**config.mk**
```make
export PLATFORM = sky130hd
export DESIGN_NAME = spi_slave
export DESIGN_NICKNAME = d
export VERILOG_FILES = /design/src/rtl/spi_reg_pkg.sv /design/src/rtl/spi_slave_sync.sv /design/src/rtl/spi_slave.sv
export SDC_FILE = /design/constraint.sdc
export NUM_CORES = 1
export LEC_CHECK = 0
export ABC_AREA = 0
export BUFFER_PORTS_ARGS = -buffer_cell sky130_fd_sc_hd__clkbuf_2
export CAP_MARGIN = 20
export CORE_MARGIN = 5
export CORE_UTILIZATION = 56
export CTS_BUF_LIST = sky130_fd_sc_hd__clkbuf_16
export CTS_CLUSTER_DIAMETER = 100
export DETAILED_ROUTE_END_ITERATION = 7
export GPL_TIMING_DRIVEN = 1
export PLACE_DENSITY = 0.85
export SLEW_MARGIN = 20
export SYNTH_ARGS = -nofsm -noshare
export SYNTH_HDL_FRONTEND = slang
export SYNTH_SLANG_ARGS = --single-unit
```
**constraint.sdc**
```tcl
create_clock -name clk_i -period 1.9 [get_ports clk_i]
set_input_delay 0.19 -clock clk_i [delete_from_list [all_inputs] [get_ports clk_i]]
set_output_delay 0.19 -clock clk_i [all_outputs]
set_load 0.03 [all_outputs]
```
**src/rtl/spi_reg_pkg.sv**
```systemverilog
// Shared SPI definitions: slave FSM state type, cp_mode bit positions, frame
// width and small shift helpers used by both the receive and transmit paths.
package spi_reg_pkg;

    typedef enum logic [1:0] {
        IDLE,
        LOAD,
        SHIFT
    } spi_slave_state_e;

    localparam int unsigned CP_CPOL_BIT    = 1;
    localparam int unsigned CP_CPHA_BIT    = 0;
    localparam int unsigned SPI_FRAME_BITS = 8;

    // Shift a frame register by one bit, entering in_bit at the tail end.
    function automatic logic [SPI_FRAME_BITS-1:0] frame_shift(
        input logic [SPI_FRAME_BITS-1:0] v,
        input logic                      msb_first,
        input logic                      in_bit
    );
        return msb_first ? {v[SPI_FRAME_BITS-2:0], in_bit} : {in_bit, v[SPI_FRAME_BITS-1:1]};
    endfunction

    // Bit that goes out on the wire next.
    function automatic logic frame_head(
        input logic [SPI_FRAME_BITS-1:0] v,
        input logic                      msb_first
    );
        return msb_first ? v[SPI_FRAME_BITS-1] : v[0];
    endfunction

endpackage

```
**src/rtl/spi_slave_sync.sv**
```systemverilog
// N-stage synchroniser with rise/fall pulse detection on the synchronised value.
// Ports:
//   clk_i, rst_ni : clock, asynchronous active-low reset
//   d_i           : asynchronous input pin
//   q_o           : synchronised level
//   rise_o/fall_o : 1-cycle pulses on a synchronised 0->1 / 1->0 transition
// All flops reset to 0, so a pin already low at reset release never produces a
// fall pulse.
module spi_slave_sync #(
    parameter int unsigned STAGES = 2
) (
    input  logic clk_i,
    input  logic rst_ni,
    input  logic d_i,
    output logic q_o,
    output logic rise_o,
    output logic fall_o
);

    logic [STAGES-1:0] sync_q;
    logic              last_q;

    always_ff @(posedge clk_i or negedge rst_ni) begin
        if (!rst_ni) begin
            sync_q <= '0;
            last_q <= 1'b0;
        end else begin
            sync_q <= {sync_q[STAGES-2:0], d_i};
            last_q <= sync_q[STAGES-1];
        end
    end

    assign q_o    = sync_q[STAGES-1];
    assign rise_o = sync_q[STAGES-1] & ~last_q;
    assign fall_o = ~sync_q[STAGES-1] & last_q;

endmodule

```
**src/rtl/spi_slave.sv**
```systemverilog
// Single-lane SPI responder. Oversamples SCLK/SS/MOSI in the clk_i domain and
// exchanges 8-bit frames with the TX/RX FIFOs through pop/push pulses.
// Ports:
//   enable_i, cp_mode_i ([1]=CPOL,[0]=CPHA), msb_first_i : configuration
//   tx_data_i/tx_valid_i/tx_pop_o/tx_underrun_o          : TX FIFO side
//   rx_data_o/rx_valid_o                                  : RX FIFO side
//   busy_o                                                : frame in progress
//   spi_clk_i, spi_ss_i, spi_dq0_i                        : SCLK, SS_n, MOSI
//   spi_dq1_o, spi_dq1_oe_o                               : MISO and its enable
module spi_slave
    import spi_reg_pkg::*;
#(
    parameter int unsigned SYNC_STAGES = 2,
    parameter logic [7:0]  IDLE_FILL   = 8'hFF
) (
    input  logic       clk_i,
    input  logic       rst_ni,
    input  logic       enable_i,
    input  logic [1:0] cp_mode_i,
    input  logic       msb_first_i,
    input  logic [7:0] tx_data_i,
    input  logic       tx_valid_i,
    output logic       tx_pop_o,
    output logic       tx_underrun_o,
    output logic [7:0] rx_data_o,
    output logic       rx_valid_o,
    output logic       busy_o,
    input  logic       spi_clk_i,
    input  logic       spi_ss_i,
    input  logic       spi_dq0_i,
    output logic       spi_dq1_o,
    output logic       spi_dq1_oe_o
);

    logic sclk_q, sclk_rise, sclk_fall;
    logic ss_q, ss_rise, ss_fall;
    logic mosi_q, unused_mosi_rise, unused_mosi_fall;
    logic unused_sclk_q, unused_ss_q;

    spi_slave_sync #(.STAGES(SYNC_STAGES)) u_sync_sclk (
        .clk_i  (clk_i),
        .rst_ni (rst_ni),
        .d_i    (spi_clk_i),
        .q_o    (sclk_q),
        .rise_o (sclk_rise),
        .fall_o (sclk_fall)
    );

    spi_slave_sync #(.STAGES(SYNC_STAGES)) u_sync_ss (
        .clk_i  (clk_i),
        .rst_ni (rst_ni),
        .d_i    (spi_ss_i),
        .q_o    (ss_q),
        .rise_o (ss_rise),
        .fall_o (ss_fall)
    );

    spi_slave_sync #(.STAGES(SYNC_STAGES)) u_sync_mosi (
        .clk_i  (clk_i),
        .rst_ni (rst_ni),
        .d_i    (spi_dq0_i),
        .q_o    (mosi_q),
        .rise_o (unused_mosi_rise),
        .fall_o (unused_mosi_fall)
    );

    assign unused_sclk_q = sclk_q;
    assign unused_ss_q   = ss_q;

    spi_slave_state_e state_q, state_d;
    logic [2:0]       bit_cnt_q, bit_cnt_d;
    logic [7:0]       rx_sr_q, rx_sr_d;
    logic [7:0]       tx_sr_q, tx_sr_d;
    logic [7:0]       rx_data_q, rx_data_d;
    logic             rx_valid_q, rx_valid_d;
    logic             miso_q, miso_d;

    logic       cpol, cpha, in_shift;
    logic       sample_edge, shift_edge, byte_done, abort;
    logic [7:0] load_byte;

    assign cpol      = cp_mode_i[CP_CPOL_BIT];
    assign cpha      = cp_mode_i[CP_CPHA_BIT];
    assign in_shift  = (state_q == SHIFT);
    assign abort     = ss_rise | ~enable_i;
    assign load_byte = tx_valid_i ? tx_data_i : IDLE_FILL;

    assign sample_edge = in_shift & ((cpol == cpha) ? sclk_rise : sclk_fall);
    // With CPHA=0 the next frame's first bit is already driven at LOAD, so the
    // trailing shift edge of the previous frame (count back at 0) is skipped.
    assign shift_edge  = in_shift & ((cpol == cpha) ? sclk_fall : sclk_rise)
                       & (cpha | (bit_cnt_q != 3'd0));
    assign byte_done   = sample_edge & (bit_cnt_q == 3'(SPI_FRAME_BITS - 1));

    // State register
    always_ff @(posedge clk_i or negedge rst_ni) begin
        if (!rst_ni) begin
            state_q <= IDLE;
        end else begin
            state_q <= state_d;
        end
    end

    // Next-state logic
    always_comb begin
        state_d = state_q;
        unique case (state_q)
            IDLE:    if (ss_fall && enable_i) state_d = LOAD;
            LOAD:    state_d = SHIFT;
            SHIFT:   if (byte_done) state_d = LOAD;
            default: state_d = IDLE;
        endcase
        if (abort) state_d = IDLE;
    end

    // FSM outputs
    always_comb begin
        busy_o        = (state_q != IDLE);
        spi_dq1_oe_o  = (state_q != IDLE);
        tx_pop_o      = (state_q == LOAD) & tx_valid_i;
        tx_underrun_o = (state_q == LOAD) & ~tx_valid_i;
    end

    // Shift datapath
    always_comb begin
        bit_cnt_d  = bit_cnt_q;
        rx_sr_d    = rx_sr_q;
        tx_sr_d    = tx_sr_q;
        rx_data_d  = rx_data_q;
        rx_valid_d = byte_done;
        miso_d     = miso_q;

        if (sample_edge) begin
            rx_sr_d   = frame_shift(rx_sr_q, msb_first_i, mosi_q);
            bit_cnt_d = bit_cnt_q + 3'd1;
        end
        if (byte_done) rx_data_d = rx_sr_d;

        if (state_q == LOAD) begin
            if (cpha) begin
                tx_sr_d = load_byte;
            end else begin
                miso_d  = frame_head(load_byte, msb_first_i);
                tx_sr_d = frame_shift(load_byte, msb_first_i, 1'b0);
            end
        end else if (shift_edge) begin
            miso_d  = frame_head(tx_sr_q, msb_first_i);
            tx_sr_d = frame_shift(tx_sr_q, msb_first_i, 1'b0);
        end

        // Leaving or staying in IDLE discards any partial frame.
        if (state_d == IDLE) begin
            bit_cnt_d = 3'd0;
            rx_sr_d   = 8'h00;
            miso_d    = 1'b0;
        end
    end

    always_ff @(posedge clk_i or negedge rst_ni) begin
        if (!rst_ni) begin
            bit_cnt_q  <= 3'd0;
            rx_sr_q    <= 8'h00;
            tx_sr_q    <= 8'h00;
            rx_data_q  <= 8'h00;
            rx_valid_q <= 1'b0;
            miso_q     <= 1'b0;
        end else begin
            bit_cnt_q  <= bit_cnt_d;
            rx_sr_q    <= rx_sr_d;
            tx_sr_q    <= tx_sr_d;
            rx_data_q  <= rx_data_d;
            rx_valid_q <= rx_valid_d;
            miso_q     <= miso_d;
        end
    end

    assign rx_data_o  = rx_data_q;
    assign rx_valid_o = rx_valid_q;
    assign spi_dq1_o  = miso_q;

endmodule

```
; ---- Word level (Yosys, flattened, before mapping)
; Index checks and enable logic that the tools add are counted.
[word_totals]
regBits = 39
in_bits = 18
[op_classes]
addsub = 1
n_eq_ne = 5
mux = 23
bitwise = 18
n_reduce_logical = 9
[ops]
columns = operator, n
row1 = $mux W8, 9
row2 = $and A1 B1 Y1, 10
row3 = $mux W1, 8
row4 = $mux W2, 3
row5 = $mux W3, 2
row6 = $not A1 Y1, 6
row7 = $pmux W2 S3, 1
row8 = $reduce_bool A2 Y1, 3
row9 = $reduce_bool A3 Y1, 2
row10 = $logic_not A2 Y1, 2
row11 = $add A3 B1 Y3 const B, 1
row12 = $eq A3 B3 Y1 const B, 1
row13 = $ne A3 B2 Y1 const B, 1
row14 = $eq A2 B1 Y1 const B, 1
row15 = $eq A2 B2 Y1 const B, 1
row16 = $or A1 B1 Y1, 2
row17 = $reduce_and A2 Y1, 1
row18 = $eq A1 B1 Y1, 1
row19 = $logic_and A1 B1 Y1, 1

; ---- Depth between registers and ports, before layout
[logic_depth]
ltp_word = 11
ltp_mapped = 6
ltp_nobuf = 5

; ---- Hierarchy
; A second synthesis with hierarchy kept.
[hier_totals]
hier_cells = 196
area_unflattened_um2 = 2170.8
[by_module_without_submodules]
columns = mod, instances, cells_per_inst, area_each_um2
row1 = spi_slave, 1, 181, 1900.6
row2 = spi_slave_sync, 3, 5, 90.1

; ---- Worst setup path after synthesis
; OpenSTA, ideal clock, no wires.
[synth_path]
path_kind = register to register
from = register state_q[0]
to = register rx_sr_q[0]
t_arrival_ns = 1.506
required_ns = 1.764
path_slack_ns = 0.258
stages_incl_launch_ff = 5
n_path_buf = 1
period_less_slack_ns = 1.642
path_cell_list = dfrtp_1 > or2_2 > o2111ai_1 > clkbuf_1 > nor3_1
[synth_between]
elab_chain_cells = 8
word_cells_on_any_way = 12
[synth_rtl]
columns = item, line
row1 = start: declaration, spi_slave.sv:70  ; spi_slave_state_e state_q, state_d;
row2 = start signal: assignment, spi_slave.sv:100  ; state_q <= state_d;
row3 = $eq A2 B2 Y1, "spi_slave.sv:84, spi_slave.sv:107"
row4 = $and A1 B1 Y1, spi_slave.sv:88  ; assign sample_edge = in_shift & ((cpol == cpha) ? sclk_rise : sclk_fall);
row5 = $and A1 B1 Y1, spi_slave.sv:93  ; assign byte_done = sample_edge & (bit_cnt_q == 3'(SPI_FRAME_BITS - 1));
row6 = $mux W2, spi_slave.sv:110  ; SHIFT: if (byte_done) state_d = LOAD;
row7 = $pmux W2 S3, spi_slave.sv:107  ; unique case (state_q)
row8 = $mux W2, spi_slave.sv:113  ; if (abort) state_d = IDLE;
row9 = $logic_not A2 Y1, spi_slave.sv:152  ; if (state_d == IDLE) begin
row10 = $mux W8 *, spi_slave.sv:152
row11 = net rx_sr_d[0], spi_slave.sv:72  ; logic [7:0] rx_sr_q, rx_sr_d;
row12 = end signal: assignment, spi_slave.sv:169  ; rx_sr_q <= rx_sr_d;
row13 = end: declaration, spi_slave.sv:72
; Mark *: on every way through the listed nets, which the timed path passes. The rest lies on a longest branch.
; A chain may end at the register's enable or synchronous reset.

; ---- Worst setup path after layout
[layout_path]
from = register state_q[1]
to = output tx_pop_o
[layout_between]
elab_chain_cells = 2
[layout_rtl]
columns = item, line
row1 = $eq A2 B1 Y1, spi_slave.sv:120  ; tx_pop_o = (state_q == LOAD) & tx_valid_i;
row2 = $and A1 B1 Y1, spi_slave.sv:120
row3 = end: declaration, spi_slave.sv:23  ; output logic tx_pop_o,
; Every way passes these cells.

==> results.yml <==
outcome:
  status: "finished clean"
hold_path:
  hp-class: "primary input to register"
  whs_endpoint: "u_sync_ss.sync_q[0]$_DFF_PN0_"
  worstHoldStart: "spi_ss_i"
  whs_path_depth: 1
placed_design:
  dp_hpwl_um: 3220
  gp_congestion: 0.768
  placed_cells: 264
  place.port_buffers: 31
die:
  io_pins: 32
  fp-row-count: 22
  die_area_um2: 5110
  die_w_um: 71.5
  start_util_pct: 57.8
  die_y_um: 71.5
  core_area_um2: 3660
timing:
  max_freq_mhz: 581
  tightest_slew_ns: 0.534
  rsz0062_at_grt: "false"
  hold_viol: 0
  min_period_over_period_pct: 90.6
  skew_ns: 0.00555
  setup_viol_count_final: 0
  setup-tns-final_ns: 0
  fin_crit_ns: 1.72
  slew_violations: 0
  slew_headroom_pct: 64.2
critical_path:
  r2r_slack_ns: 0.18
  r2r.worst_path.cells: 5
  setup.worst_path.start_class: "register"
  crit_arrival_ns: 1.53
  cp_max_fo: 7
  r2r_start: "bit_cnt_q[0]$_DFFE_PN0P_"
  critPathRequiredTime_ns: 1.71
  endpoint_kind: "output pin"
  r2r_end: "tx_sr_q[6]$_DFFE_PN0P_"
  path_class: "register to output pin"
layout:
  fin_cells: 272
  layout_common_cells: "39 x dfrtp_1, 31 x clkbuf_2, 18 x mux2_2"
  layout-drive-gt1-share_pct: 33.9
  fin_nets: 245
  antennaDiodeCount: 0
  final_common_cell: "dfrtp_1"
  syn_to_final_growth_pct: 18.6
cts:
  cts_tree: "built"
  worstSkewPairLatency_ns: 0.28
  clockBufferDepth: 2
  cts_setup_buffers: 0
  cts.htree.levels: 2
  clock_sinks: 39
  numCtsBuffers: 5
  clockRootBuffer: "clkbuf_16"
  path_clk_slew_ns: 0.05
pwr:
  clock_power_share_pct: 40.3
  p_sw_share_pct: 24.5
  p_leak_nw: 1.18
  power_frac_comb_pct: 15.7
  p_per_area_nw_per_um2: 900
  intPower_w: 0.00170
  power_w: 0.00226
  p_switching_w: 0.000552
  power_frac_seq_pct: 44.0
  ir_worst_vdd_v: 0.000521
synthesis:
  syn_avg_cell_area_um2: 11.2
  synthArstFlopShare_pct: 100
  synth_top_area_cell: "dfrtp_1"
  synth_fp_nets: 210
  synth-edff-count: 0
  syn_area_um2: 2110
  synth_warnings: 0
  ys_types: 33
  yosysTopAreaCellShare_pct: 46.2
  synthCells: 189
  synth_flop_cell: "dfrtp_1"
  synth-seq-area-share_pct: 46.2
  ys_ff_latch: 39
  ys_top_cells_by_area: "dfrtp_1 46%, mux2_2 9.6%, mux2i_1 8.0%"
global_route:
  overflow: 0
  antenna_found_initial: 0
  grt_usage_pct: 20.1
  grt_max_degree: 40
  grt_pass1_vias: 1726
  grt_pass1_wl_um: 8010
route:
  drt_wl_total_um: 4620
  dr.pass1.iters: 4
  drt-vias-per-instance: 5.77
  drt_iter0_markers: 80
  wl_per_cell_um: 17.0
  drc: 0
  ant_nets: 0
  vias: 1569
job:
  cap_violations: 0
[cell usage after synthesis (3+ instances only)]
cell / n
mux2_4: 8
mux2i_1: 17
a2bb2oi_1: 6
dfrtp_1: 39
mux2_2: 18
ha_1: 3
nand2b_1: 6
o21ai_0: 11
buf_2: 5
nand2_1: 9
inv_1: 7
a21oi_1: 11
nand3_1: 6
clkbuf_1: 5
nor3_1: 16
[critical path: stages (launching register included)]
cell and delay (ns):
dfrtp_1 0.41, and2b_1 0.35, nand2_2 0.16, inv_1 0.12
clkbuf_2 0.21
[cell type report]
type / count / area [um^2]
Clock buffer: 5 / 125
Clock inverter: 2 / 33.8
Fill cell: 270 / 1150
Inverter: 7 / 26.3
Multi-Input combinational cell: 130 / 1040
Sequential cell: 39 / 976
Tap cell: 48 / 60.1
Timing Repair Buffer: 41 / 245
[what timing repair did]
item                                    4_1_cts  5_1_grt
resized for setup                             0        1
endpoints found under the hold margin        39        0
hold buffers                                  1        0
endpoints found under the setup margin        0        1
[state kept, by name, summed over array words and instances (netlist names), 2 cells and up]
register            count
bit_cnt_q               3
u_sync_mosi.sync_q      2
rx_data_o               8
u_sync_sclk.sync_q      2
rx_sr_q                 8
u_sync_ss.sync_q        2
tx_sr_q                 8
state_q                 2
[stage by stage]
| step | hold WS (ns) | utilization, % | worst slack (ns) | instance area (um^2) |
|---|---|---|---|---|
| 5_1_grt | 0.00874 | 68.5 | 0.0667 | 2510 |
| 4_1_cts | 0.0122 | 68.4 | 0.102 | 2500 |
| 6_report | 0.0157 | 68.5 | 0.179 | 2510 |
| 3_5_place_dp | 0.269 | 63.8 | 0.233 | 2340 |
| 3_3_place_gp | 0.261 | 63.8 | 0.287 | 2340 |
| 2_1_floorplan | -0.106 | - | 0.258 | 2110 |
[logic make-up after synthesis]
| group | after synthesis | share of synthesized area [%] |
|---|---|---|
| XOR/XNOR | 1 | 1.30 |
| AND/OR/NAND/NOR | 46 | 11.2 |
| flip-flops | 39 | 46.2 |
| AO/OA/AOI/OAI | 37 | 11.5 |
| multiplexers | 43 | 23.3 |
| buffers and inverters | 20 | 4.73 |
| adder cells (fa/ha/maj) | 3 | 1.78 |
[worst max-delay path by stage]
stage | from | endpoint | slack, ns | cells past startpoint
finish | state_q[1]$_DFF_PN0_ | tx_pop_o | 0.18 | 4
CTS | state_q[1]$_DFF_PN0_ | tx_pop_o | 0.10 | 4
detailed placement | cp_mode_i[0] | rx_data_o[4]$_DFFE_PN0P_ | 0.23 | 6
global placement | cp_mode_i[0] | rx_data_o[0]$_DFFE_PN0P_ | 0.29 | 6
global route | bit_cnt_q[0]$_DFFE_PN0P_ | tx_sr_q[6]$_DFFE_PN0P_ | 0.07 | 5
floorplan | state_q[0]$_DFF_PN0_ | rx_sr_q[0]$_DFF_PN0_ | 0.26 | 4
[power by group through the flow]
stage	combinational, W	sequential [W]	clock (W)
after floorplan	0.000262	0.000974	0
after global placement	0.000337	0.000994	0
after detailed placement	0.000352	0.00100	0
after CTS	0.000356	0.000988	0.000919
after global routing	0.000398	0.000998	0.000959
final	0.000354	0.000992	0.000910
[metal layers]
| metal | global-route usage, % | wire (um) | up-vias |
|---|---|---|---|
| met2 | 34.8 | 2400 | 36 |
| met4 | 10.6 | 102 | 0 |
| met1 | 23.4 | 1890 | 777 |
| li1 | - | - | 746 |
| met3 | 4.07 | 223 | 10 |
| met5 | 0 | 0 | - |
(Power assumes the default switching activity.)
